[src/rtl/bus_device_responder.sv]
// Device-side responder for the L1 variable-latency interconnect.
// Accepts one request at a time, replays it to a simple peripheral as a
// one-cycle pulse, waits (bounded) for the peripheral's answer and queues
// {initiator id, data} in a small response FIFO drained with resp_ready_i.
//
// Handshake semantics: a request transfers on a cycle where
// req_valid_i && req_ready_o; a response transfers on a cycle where
// resp_valid_o && resp_ready_i. req_ready_o never depends on req_valid_i,
// and the response head is held stable while it is not taken.
module bus_device_responder #(
    parameter int unsigned          DataWidth     = 32,
    parameter int unsigned          AddrWidth     = 12,
    parameter int unsigned          HostIdWidth   = 1,
    parameter int unsigned          RespDepth     = 2,
    parameter int unsigned          TimeoutCycles = 16,
    parameter logic [DataWidth-1:0] ErrData       = 32'h0BADC0DE
) (
    input  logic                     clk_i,
    input  logic                     rst_i,
    input  logic                     req_valid_i,
    output logic                     req_ready_o,
    input  logic [HostIdWidth-1:0]   req_ini_addr_i,
    input  logic [AddrWidth-1:0]     req_tgt_addr_i,
    input  logic                     req_wen_i,
    input  logic [DataWidth-1:0]     req_wdata_i,
    input  logic [DataWidth/8-1:0]   req_be_i,
    output logic                     resp_valid_o,
    input  logic                     resp_ready_i,
    output logic [HostIdWidth-1:0]   resp_ini_addr_o,
    output logic [DataWidth-1:0]     resp_rdata_o,
    output logic                     dev_req_o,
    output logic                     dev_we_o,
    output logic [DataWidth/8-1:0]   dev_be_o,
    output logic [AddrWidth-1:0]     dev_addr_o,
    output logic [DataWidth-1:0]     dev_wdata_o,
    input  logic                     dev_rvalid_i,
    input  logic [DataWidth-1:0]     dev_rdata_i,
    output logic                     timeout_o
);

    localparam int unsigned BeWidth = DataWidth / 8;
    localparam int unsigned PtrW    = (RespDepth > 1) ? $clog2(RespDepth) : 1;
    localparam int unsigned CntW    = $clog2(RespDepth) + 1;
    localparam int unsigned TmoW    = $clog2(TimeoutCycles) + 1;
    localparam int unsigned EntryW  = HostIdWidth + DataWidth;
    localparam logic [TmoW-1:0] TmoLast = TmoW'(TimeoutCycles - 1);

    typedef enum logic [0:0] {S_IDLE, S_WAIT} state_e;

    state_e                  state_q, state_d;
    logic [HostIdWidth-1:0]  id_q;
    logic [AddrWidth-1:0]    addr_q;
    logic                    we_q;
    logic [BeWidth-1:0]      be_q;
    logic [DataWidth-1:0]    wdata_q;
    logic                    dev_req_q;
    logic                    timeout_q;
    logic [TmoW-1:0]         tmo_cnt_q;

    logic [EntryW-1:0]       mem_q [RespDepth];
    logic [PtrW-1:0]         wr_ptr_q, rd_ptr_q;
    logic [CntW-1:0]         count_q;

    logic                    ready_c, accept_c, push_c, pop_c, tmo_fire_c;
    logic [EntryW-1:0]       push_entry_c;
    logic [EntryW-1:0]       head_c;

    // FSM state register
    always_ff @(posedge clk_i or posedge rst_i) begin
        if (rst_i) state_q <= S_IDLE;
        else       state_q <= state_d;
    end

    // FSM next state: leave IDLE on accept, return once a response is pushed
    always_comb begin
        state_d = state_q;
        case (state_q)
            S_IDLE:  if (accept_c) state_d = S_WAIT;
            S_WAIT:  if (push_c)   state_d = S_IDLE;
            default: state_d = S_IDLE;
        endcase
    end

    // FSM outputs: ready in IDLE with a free FIFO slot; push on answer or timeout
    always_comb begin
        ready_c      = 1'b0;
        push_c       = 1'b0;
        push_entry_c = '0;
        tmo_fire_c   = 1'b0;
        case (state_q)
            S_IDLE: ready_c = !rst_i && (count_q < CntW'(RespDepth));
            S_WAIT: begin
                // a real answer beats a timeout landing on the same cycle
                if (dev_rvalid_i) begin
                    push_c       = 1'b1;
                    push_entry_c = {id_q, we_q ? {DataWidth{1'b0}} : dev_rdata_i};
                end else if (tmo_cnt_q == TmoLast) begin
                    push_c       = 1'b1;
                    push_entry_c = {id_q, ErrData};
                    tmo_fire_c   = 1'b1;
                end
            end
            default: ready_c = 1'b0;
        endcase
        accept_c = ready_c && req_valid_i;
    end

    // Request capture, peripheral pulse, timeout counter and timeout pulse
    always_ff @(posedge clk_i or posedge rst_i) begin
        if (rst_i) begin
            id_q      <= '0;
            addr_q    <= '0;
            we_q      <= 1'b0;
            be_q      <= '0;
            wdata_q   <= '0;
            dev_req_q <= 1'b0;
            timeout_q <= 1'b0;
            tmo_cnt_q <= '0;
        end else begin
            dev_req_q <= accept_c;
            timeout_q <= tmo_fire_c;
            if (accept_c) begin
                id_q      <= req_ini_addr_i;
                addr_q    <= req_tgt_addr_i;
                we_q      <= req_wen_i;
                be_q      <= req_be_i;
                wdata_q   <= req_wdata_i;
                tmo_cnt_q <= '0;
            end else if (state_q == S_WAIT && !push_c) begin
                tmo_cnt_q <= tmo_cnt_q + TmoW'(1);
            end
        end
    end

    // Response FIFO storage; contents are masked by the empty flag on output
    always_ff @(posedge clk_i) begin
        if (push_c) mem_q[wr_ptr_q] <= push_entry_c;
    end

    // Response FIFO pointers and occupancy
    always_ff @(posedge clk_i or posedge rst_i) begin
        if (rst_i) begin
            wr_ptr_q <= '0;
            rd_ptr_q <= '0;
            count_q  <= '0;
        end else begin
            if (push_c) wr_ptr_q <= wr_ptr_q + PtrW'(1);
            if (pop_c)  rd_ptr_q <= rd_ptr_q + PtrW'(1);
            case ({push_c, pop_c})
                2'b10:   count_q <= count_q + CntW'(1);
                2'b01:   count_q <= count_q - CntW'(1);
                default: count_q <= count_q;
            endcase
        end
    end

    assign head_c          = mem_q[rd_ptr_q];
    assign pop_c           = resp_valid_o && resp_ready_i;
    assign req_ready_o     = ready_c;
    assign resp_valid_o    = (count_q != '0);
    assign resp_rdata_o    = resp_valid_o ? head_c[DataWidth-1:0] : '0;
    assign resp_ini_addr_o = resp_valid_o ? head_c[EntryW-1 -: HostIdWidth] : '0;
    assign dev_req_o       = dev_req_q;
    assign dev_we_o        = we_q;
    assign dev_be_o        = be_q;
    assign dev_addr_o      = addr_q;
    assign dev_wdata_o     = wdata_q;
    assign timeout_o       = timeout_q;

endmodule

[config.mk]
export PLATFORM = sky130hd
export DESIGN_NAME = bus_device_responder
export DESIGN_NICKNAME = d
export VERILOG_FILES = /design/src/rtl/bus_device_responder.sv
export SDC_FILE = /design/constraint.sdc
export NUM_CORES = 1
export LEC_CHECK = 0
export ABC_CLOCK_PERIOD_IN_PS = 3400
export BUFFER_PORTS_ARGS = -buffer_cell sky130_fd_sc_hd__buf_4
export CELL_PAD_IN_SITES_DETAIL_PLACEMENT = 0
export CELL_PAD_IN_SITES_GLOBAL_PLACEMENT = 1
export CORE_UTILIZATION = 40
export DETAILED_ROUTE_END_ITERATION = 10
export PLACE_DENSITY_LB_ADDON = 0.1
export SLEW_MARGIN = 20
export SYNTH_ARGS = -nofsm -noshare
export SYNTH_HDL_FRONTEND = slang
export SYNTH_SLANG_ARGS = --single-unit
[constraint.sdc]
create_clock -name clk_i -period 3.4 [get_ports clk_i]
set_input_delay 0.17 -clock clk_i [delete_from_list [all_inputs] [get_ports clk_i]]
set_output_delay 0.17 -clock clk_i [all_outputs]
set_load 0.02 [all_outputs]
==> out/metrics.yaml, run 1 <==
power:
  p_int_mw: 4.290
  swShare_pct: 34.78
  power_frac_seq_pct: 36.3
  switchingPower_mw: 2.288
  pwr-share-comb_pct: 37.4
  p_clk_share_pct: 26.3
  power.leakage_nw: 3.513
  power.density_nw_per_um2: 855.9
  peakVddDrop_mv: 0.4101
sta:
  fin_crit_ns: 2.328
  clock_skew_ns: 0.007262
  period_share_pct: 68.46
  fmax_ghz: 0.4296
  totalNegativeSetupSlack_ns: 0
  maxSlewViolCount: 0
  tightest_slew_ns: 1.027
  grt_setup_unrepaired: "false"
  holdWs_ns: -0.02073
  setup_viol: 0
  hold_viol: 42
  slew-limit-headroom_pct: 31.52
outcome:
  status: "finished, violations left"
  violations: "negative hold slack"
cts:
  cts-resized-gates: 0
  cts_tree: "done"
  hold_buffers: 50
  htree_levels: 4
  clk_latency_ns: 0.41
  cts_buffers: 17
  cts-root-buf: "clkbuf_16"
  clk_pin_slew_ns: 0.05
  cts_setup_buffers: 0
  cts_max_path_buffers: 2
  clock-sinks: 128
synthesis:
  yosysUniqueCellTypes: 30
  synth_area_sq_um: 5176
  synthCells: 344
  ys_warn_count: 0
  ys_ff_latch: 128
  syn_nets: 434
  yosysSeqAreaShare_pct: 68.26
  avgSynthCellArea_sq_um: 15.05
placed_design:
  place.gp.congestion: 0.6848
  port_buffers: 172
  hpwl_um: 7202
detailed_routing:
  drt_first_pass_iters: 4
  first_iter_violations: 122
  viasPerCell: 4.644
  drcViolationCount: 0
  route.vias.total: 3511
  detail-route-antenna-nets: 0
  wl_um: 11300
  avgRoutedWirePerCell_um: 14.94
die:
  die_w_um: 115.8
  core.rowCount: 41
  core_sq_um: 12620
  fp.dieH_um: 115.8
  initial_core_util_pct: 41.02
  die_area_sq_um: 13400
  top_level_ports: 173
grt:
  grt_pass1_wl_um: 17820
  grtUsageTotal_pct: 17.95
  grt-ovfl-total: 0
  grt_max_degree: 55
  antenna_found_initial: 0
  grt_pass1_vias: 3584
critical_path:
  rr_startpoint: "tmo_cnt_q[0]$_DFFE_PP0P_"
  critPathBufInv: 2
  endpoint_kind: "flop"
  slowest_stage: "nor2_4"
  criticalPathCategory: "reg2reg"
  crit_start: "tmo_cnt_q[0]$_DFFE_PP0P_"
  slowest_delay_ns: 0.54
  crit_required_ns: 3.50
  path_delay_family: "simple AND/OR/NAND/NOR gates"
  cp_max_fo: 24
  cp-start-kind: "flop"
  path_cells: "ha_1, and3_1, ha_1, o21ai_1, buf_4, nor2_4, buf_4"
  worstPathArrival_ns: 2.43
layout:
  diodes: 0
  drive_above_1_share_pct: 36.99
  synthToLayoutAreaGrowth_pct: 48.49
  fillers: 1029
  fin_nets: 661
  fin_util_pct: 60.91
min_path:
  hp-class: "in2async"
run:
  max-cap-violations: 0
## routing by layer
layer	GRT usage [%]	vias to the layer above	share of wire, %
met5	0	-	0
met4	6.154	0	0.97
met3	7.427	8	8.8
met2	29.62	134	49
met1	21.26	1694	41
li1	-	1675	-
## metrics by stage
step           power [mW]  instances  instance area, sq um  worst slack [ns]
2_1_floorplan       3.750        344                  5176            0.5309
3_3_place_gp        4.810        674                  6615             1.108
3_5_place_dp        4.856        674                  6615             1.043
4_1_cts             6.657        756                  7686             1.028
5_1_grt             6.947        756                  7686            0.8585
6_report            6.578        756                  7686             1.072
## cell type report
class                           instances  area (sq um)  share of cell area (%)
Inverter                                7         31.28                  0.4070
Clock buffer                           17         425.4                   5.535
Multi-Input combinational cell        189          1498                   19.49
Clock inverter                         15         145.1                   1.888
Timing Repair Buffer                  228          1837                   23.90
Tap cell                              172         215.2                   2.800
Sequential cell                       128          3535                   45.99
## cell usage in the layout (no fill, tap or decap), drive strengths merged, types with 2 or more instances in the layout
master	n
nand2	6
xnor2	4
clkinv	9
a21oi	4
buf	178
bufinv	2
and2	17
xor2	2
o21ai	5
ha	3
mux2i	33
mux2	48
dfrtp	62
nor2	40
a21o	13
nand3	3
inv	7
nand2b	3
clkbuf	17
edfxtp	66
dlygate4sd3	50
clkinvlp	4
## final timing paths
| path | end | slack [ns] | depth (start not counted) |
|---|---|---|---|
| max | mem_q[1][21]$_DFFE_PP_ | 1.07 | 7 |
| min | tmo_cnt_q[4]$_DFFE_PP0P_ | -0.02 | 2 |
| max reg2reg | mem_q[1][21]$_DFFE_PP_ | 1.07 | 7 |
| min reg2reg | dev_wdata_o[12]$_DFFE_PP0P_ | 0.48 | 1 |
| max in group asynchronous | dev_wdata_o[26]$_DFFE_PP0P_ | 2.60 | 3 |
| min in group clk_i | mem_q[0][19]$_DFFE_PP_ | 0.07 | 2 |
## power by group through the flow
| stage | Combinational, mW | Sequential, mW | Clock [mW] |
|---|---|---|---|
| after floorplan | 1.10 | 2.65 | 0 |
| after global placement | 2.42 | 2.39 | 0 |
| after detailed placement | 2.44 | 2.42 | 0 |
| after CTS | 2.49 | 2.40 | 1.77 |
| after global routing | 2.65 | 2.45 | 1.84 |
| final | 2.46 | 2.39 | 1.73 |
## worst reg2reg max path, cell delays in order (launching register included)
cell	delay, ns
dfrtp_1	0.38
ha_1	0.17
and3_1	0.17
ha_1	0.20
o21ai_1	0.07
buf_4	0.18
nor2_4	0.54
buf_4	0.33
## sequential cells by signal (all words and copies together), names as in the netlist, 2 cells and up
register,count
count_q,2
mem_q,66
dev_wdata_o,32
tmo_cnt_q,5
dev_addr_o,12
dev_be_o,4
## cell usage after synthesis (all sizes together)
master | count | area (sq um)
xor2 | 2 | 17.52
buf | 10 | 96.34
ha | 3 | 37.54
nor4bb | 1 | 10.01
nor3 | 1 | 5.000
a21oi | 4 | 20.02
a21o | 13 | 97.59
o21ai | 5 | 25.02
nor2 | 40 | 150.1
nand2 | 6 | 22.52
edfxtp | 66 | 1982
mux2 | 48 | 540.5
mux2i | 33 | 330.3
and3b | 1 | 8.760
dfrtp | 62 | 1551
xnor2 | 4 | 35.03
and2 | 17 | 106.4
or3 | 1 | 6.260
clkinv | 1 | 8.760
nand3 | 3 | 15.01
and3 | 1 | 6.260
inv | 6 | 22.52
or3b | 1 | 8.760
clkbuf | 10 | 37.54
nand2b | 3 | 18.77
or4b | 1 | 10.01
o22ai | 1 | 6.260
## cell families after synthesis
kind of cell	Yosys count	share of synthesized area, %
simple gates	76	7.107
buf+inv	27	3.191
compound gates	23	2.876
fa+ha+maj	3	0.7252
xor+xnor	6	1.015
flops	128	68.26
mux	81	16.82
Power figures use the tool's default switching activity.
==> run 2: changes to the inputs <==
--- a/config.mk
+++ b/config.mk
@@ -5,11 +5,12 @@
 export SDC_FILE = /design/constraint.sdc
 export NUM_CORES = 1
 export LEC_CHECK = 0
-export ABC_CLOCK_PERIOD_IN_PS = 3400
+export ABC_AREA = 1
+export ABC_CLOCK_PERIOD_IN_PS = 2050
 export BUFFER_PORTS_ARGS = -buffer_cell sky130_fd_sc_hd__buf_4
 export CELL_PAD_IN_SITES_DETAIL_PLACEMENT = 0
 export CELL_PAD_IN_SITES_GLOBAL_PLACEMENT = 1
-export CORE_UTILIZATION = 40
+export CORE_UTILIZATION = 34
 export DETAILED_ROUTE_END_ITERATION = 10
 export PLACE_DENSITY_LB_ADDON = 0.1
 export SLEW_MARGIN = 20
==> constraint.sdc (replaced) <==
create_clock -name clk_i -period 2.05 [get_ports clk_i]
set_input_delay 0.1025 -clock clk_i [delete_from_list [all_inputs] [get_ports clk_i]]
set_output_delay 0.1025 -clock clk_i [all_outputs]
set_load 0.02 [all_outputs]
==> run 2 against run 1 <==
  * Clock power rose by 51%
  * Register-to-register slack worse by 0.97 ns
  * The flow now finishes without violations
  * Die area grew 18%
  * Via count grew 23%
  * Combinational power is 88% higher
  * Design area is 1.9% higher
  * Setup slack got worse by 0.97 ns
  * Final cell count grew 26%
  * Critical path type unchanged
  * Sequential cell count is the same
  * Global-route usage down 0.87 points
==> out/metrics.yaml, run 2 <==
critical_path:
  cp_max_fo: 25  # was 24
  r2r-end: "mem_q[1][26]$_DFFE_PP_"  # was mem_q[1][21]$_DFFE_PP_
  regToRegSetupSlack_ns: 0.11  # was 1.07 ns
  path_cells: "ha_2, nand2_1, nor2_1, ha_1, inv_1, nand2_2, nand2_4, buf_4, nor2_4, buf_12"  # was ha_1, and3_1, ha_1, o21ai_1, buf_4, nor2_4, buf_4
  endpoint_kind: "flop"  # unchanged
  worstPathArrival_ns: 2.04  # was 2.43 ns
  slowest_stage: "dfrtp_1"  # was nor2_4
  path_delay_family: "simple AND/OR/NAND/NOR gates"  # unchanged
  critPathBufInv: 3  # was 2
  cp-start-kind: "flop"  # unchanged
  rr_startpoint: "tmo_cnt_q[0]$_DFFE_PP0P_"  # unchanged
  criticalPathCategory: "reg2reg"  # unchanged
  slowest_delay_ns: 0.40  # was 0.54 ns
  ff2ff_path_depth: 10  # was 7
  crit_required_ns: 2.14  # was 3.50 ns
power:
  power.density_nw_per_um2: 1409  # was 855.9 nW/um^2
  power.leakage_nw: 3.806  # was 3.513 nW
  peakVddDrop_mv: 0.7451  # was 0.4101 mV
  finalPower_mw: 11.03  # was 6.578 mW
grt:
  grt-ovfl-total: 0  # unchanged
  grtUsageTotal_pct: 17.08  # was 17.95%
  grt_pass1_vias: 4420  # was 3,584
  grt_max_degree: 54  # was 55
  grt_pass1_wl_um: 21000  # was 17,820 um
  antenna_found_initial: 0  # unchanged
die:
  fp.dieH_um: 125.7  # was 115.8 um
  die_area_sq_um: 15810  # was 13,400 sq um
  core.rowCount: 44  # was 41
  core_sq_um: 14750  # was 12,620 sq um
  initial_core_util_pct: 35.29  # was 41.02%
  top_level_ports: 173  # unchanged
  die_w_um: 125.7  # was 115.8 um
synthesis:
  synth_edf_count: 66  # unchanged
  avgSynthCellArea_sq_um: 9.936  # was 15.05 sq um
  synth_area_leaders: "edfxtp_1 (38%), dfrtp_1 (30%), nand2_1 (16%)"  # was edfxtp_1 (38%), dfrtp_1 (30%), mux2_1 (10%)
  synth_ff_type: "edfxtp_1"  # unchanged
  synth_top_area_share_pct: 38.07  # was 38.29%
  ys_top_cells_by_count: "nand2_1 (223), edfxtp_1 (66), dfrtp_1 (62), inv_1 (43), a21oi_1 (39)"  # was edfxtp_1 (66), dfrtp_1 (62), mux2_1 (48), nor2_1 (40), mux2i_1 (33)
  synth_fa_ha_area_share_pct: 0.7210  # was 0.7252%
  ys_ff_latch: 128  # unchanged
  synth_compound_area_share_pct: 5.287  # was 2.876%
  syn_nets: 614  # was 434
  yosysSeqAreaShare_pct: 67.87  # was 68.26%
  synth_area_sq_um: 5206  # was 5176 sq um
  ys_warn_count: 0  # unchanged
  synth_top_family_by_area: "simple AND/OR/NAND/NOR gates"  # was multiplexers
  synth_top_area_cell: "edfxtp_1"  # unchanged
  async_flop_share_pct: 48.44  # unchanged
  yosysUniqueCellTypes: 22  # was 30
  synth_xor_area_share_pct: 0.6729  # was 1.015%
  synthMuxAreaShare_pct: 0  # was 16.82%
  synthCells: 524  # was 344
  synthMostInstantiatedCell: "nand2_1"  # was edfxtp_1
  synth_simple_gate_area_share_pct: 19.63  # was 7.107%
sta:
  period_share_pct: 94.76  # was 68.46%
  clock_skew_ns: 0.008124  # was 0.007262 ns
  grt_setup_unrepaired: "false"  # unchanged
  setup_viol: 0  # unchanged
  hold_viol: 0  # was 42
  slew-limit-headroom_pct: 72.70  # was 31.52%
  totalNegativeSetupSlack_ns: 0  # unchanged
  fmax_ghz: 0.5148  # was 0.4296 GHz
  setup_slack_ns: 0.1074  # was 1.072 ns
  maxSlewViolCount: 0  # unchanged
  tightest_slew_ns: 0.4094  # was 1.027 ns
  fin_crit_ns: 1.943  # was 2.328 ns
cts:
  cts_tree: "done"  # unchanged
  cts_buffers: 17  # unchanged
  cts_max_path_buffers: 2  # unchanged
  clk_latency_ns: 0.40  # was 0.41 ns
  htree_levels: 4  # unchanged
  clk_pin_slew_ns: 0.05  # about the same
  clock-sinks: 128  # unchanged
  cts-root-buf: "clkbuf_16"  # unchanged
placed_design:
  place_ws_ns: 0.07779  # was 1.043 ns
  place.gp.congestion: 0.7066  # was 0.6848
  port_buffers: 172  # unchanged
  hpwl_um: 7891  # was 7202 um
outcome:
  status: "finished, final reports clean"  # was finished, violations left
run:
  max-cap-violations: 0  # unchanged
min_path:
  min_from: "dev_rdata_i[13]"
  hp-class: "in2reg"  # was in2async
  hold_depth: 3
  holdPathEnd: "mem_q[1][13]$_DFFE_PP_"
layout:
  drive_above_1_share_pct: 28.79  # was 36.99%
  final_common_cell: "nand2_1"  # was buf_4
  diodes: 0  # unchanged
  fillers: 1343  # was 1,029
  largest_register: "mem_q"  # unchanged
  largest_reg_flops: 66  # unchanged
  synthToLayoutAreaGrowth_pct: 50.40  # was 48.49%
  fin_nets: 849  # was 661
  final_cell_mix: "nand2_1 (221), buf_4 (186), edfxtp_1 (66)"  # was buf_4 (178), edfxtp_1 (66), dfrtp_1 (61)
detailed_routing:
  viasPerCell: 4.507  # was 4.644
  avgRoutedWirePerCell_um: 13.62  # was 14.94 um
  first_iter_violations: 132  # was 122
  wl_um: 13010  # was 11,300 um
  drcViolationCount: 0  # unchanged
  detail-route-antenna-nets: 0  # unchanged
  drt_first_pass_iters: 4  # unchanged
  route.vias.total: 4304  # was 3,511
-- run 2: changes by cell type in the layout (fill, tap and decap cells not counted), moves of 7 or more --
cell	delta
a21o_1	-13
a21oi_1	+35
and2_1	-17
buf_4	+8
clkbuf_1	+10
inv_1	+37
mux2_1	-48
mux2i_1	-33
nand2_1	+215
nand3_1	+7
nor2_1	-11
o21ai_0	+13
-- run 2: worst max path at each step --
| stage | from | end | slack (ns) | cells past startpoint |
|---|---|---|---|---|
| after global routing | tmo_cnt_q[0]$_DFFE_PP0P_ | mem_q[1][28]$_DFFE_PP_ | 0.0003 | 10 |
| after global placement | tmo_cnt_q[0]$_DFFE_PP0P_ | count_q[1]$_DFFE_PP0P_ | 0.12 | 11 |
| after CTS | tmo_cnt_q[0]$_DFFE_PP0P_ | count_q[1]$_DFFE_PP0P_ | 0.06 | 11 |
| final | tmo_cnt_q[0]$_DFFE_PP0P_ | mem_q[1][26]$_DFFE_PP_ | 0.11 | 10 |
| after detailed placement | tmo_cnt_q[0]$_DFFE_PP0P_ | count_q[1]$_DFFE_PP0P_ | 0.08 | 11 |
| after floorplan | tmo_cnt_q[0]$_DFFE_PP0P_ | mem_q[1][0]$_DFFE_PP_ | 0.02 | 8 |
-- run 2: per-layer routing --
| metal | track usage, % | vias up | routed length, um |
|---|---|---|---|
| li1 | - | 2130 | - |
| met1 | 19.68 | 2024 | 5371 |
| met2 | 30.33 | 133 | 6738 |
| met3 | 3.823 | 17 | 689 |
| met4 | 7.725 | 0 | 208 |
| met5 | 0 | - | 0 |
-- run 2: cell families (layout without fill, tap and decap cells) --
family / count (synthesis) / in the layout
compound gates: 55 / 55
flops: 128 / 128
simple gates: 265 / 265
fa+ha+maj: 3 / 3
xor+xnor: 4 / 4
buf+inv: 69 / 316
-- run 2: final cells by class --
type / count / area [sq um] / share of cell area (%)
inverters: 44 / 165.2 / 2.109
clock buffers: 30 / 504.2 / 6.440
multi-input cells: 327 / 1405 / 17.95
repair buffers: 241 / 1987 / 25.38
flip-flops and latches: 128 / 3533 / 45.13
well taps: 184 / 230.2 / 2.940
clock inverters: 1 / 5.005 / 0.06392
-- run 2: timing repair --
| action | in CTS | in global routing |
|---|---|---|
| setup endpoints to repair | 0 | 1 |
| hold buffers | 51 | 0 |
| resized for setup | 0 | 1 |
| buffers inserted | 0 | 6 |
| endpoints found under the hold margin | 92 | 0 |
-- run 2: power breakdown --
part,leakage [nW],switching (mW),internal [mW]
Combinational,2.20,2.75,1.89
Sequential,1.36,0.384,3.41
Clock,0.247,0.974,1.63
Total,3.81,4.10,6.93
-- run 2: worst register-to-register path, cell delays in order, from the launching register on --
cell     delay, ns
dfrtp_1       0.40
ha_2          0.20
nand2_1       0.05
nor2_1        0.10
ha_1          0.17
inv_1         0.06
nand2_2       0.09
nand2_4       0.06
buf_4         0.16
nor2_4        0.14
buf_12        0.21
-- run 2: stage by stage --
| stage | hold slack (ns) | std cells | utilization (%) | area, sq um |
|---|---|---|---|---|
| 2_1_floorplan | 0.2121 | 524 | - | 5234 |
| 5_1_grt | 0.04210 | 955 | 53.07 | 7830 |
| 6_report | 0.04537 | 955 | 53.07 | 7830 |
| 4_1_cts | 0.03078 | 949 | 52.75 | 7782 |
| 3_3_place_gp | 0.07711 | 867 | 45.84 | 6763 |
| 3_5_place_dp | 0.07506 | 867 | 45.84 | 6763 |
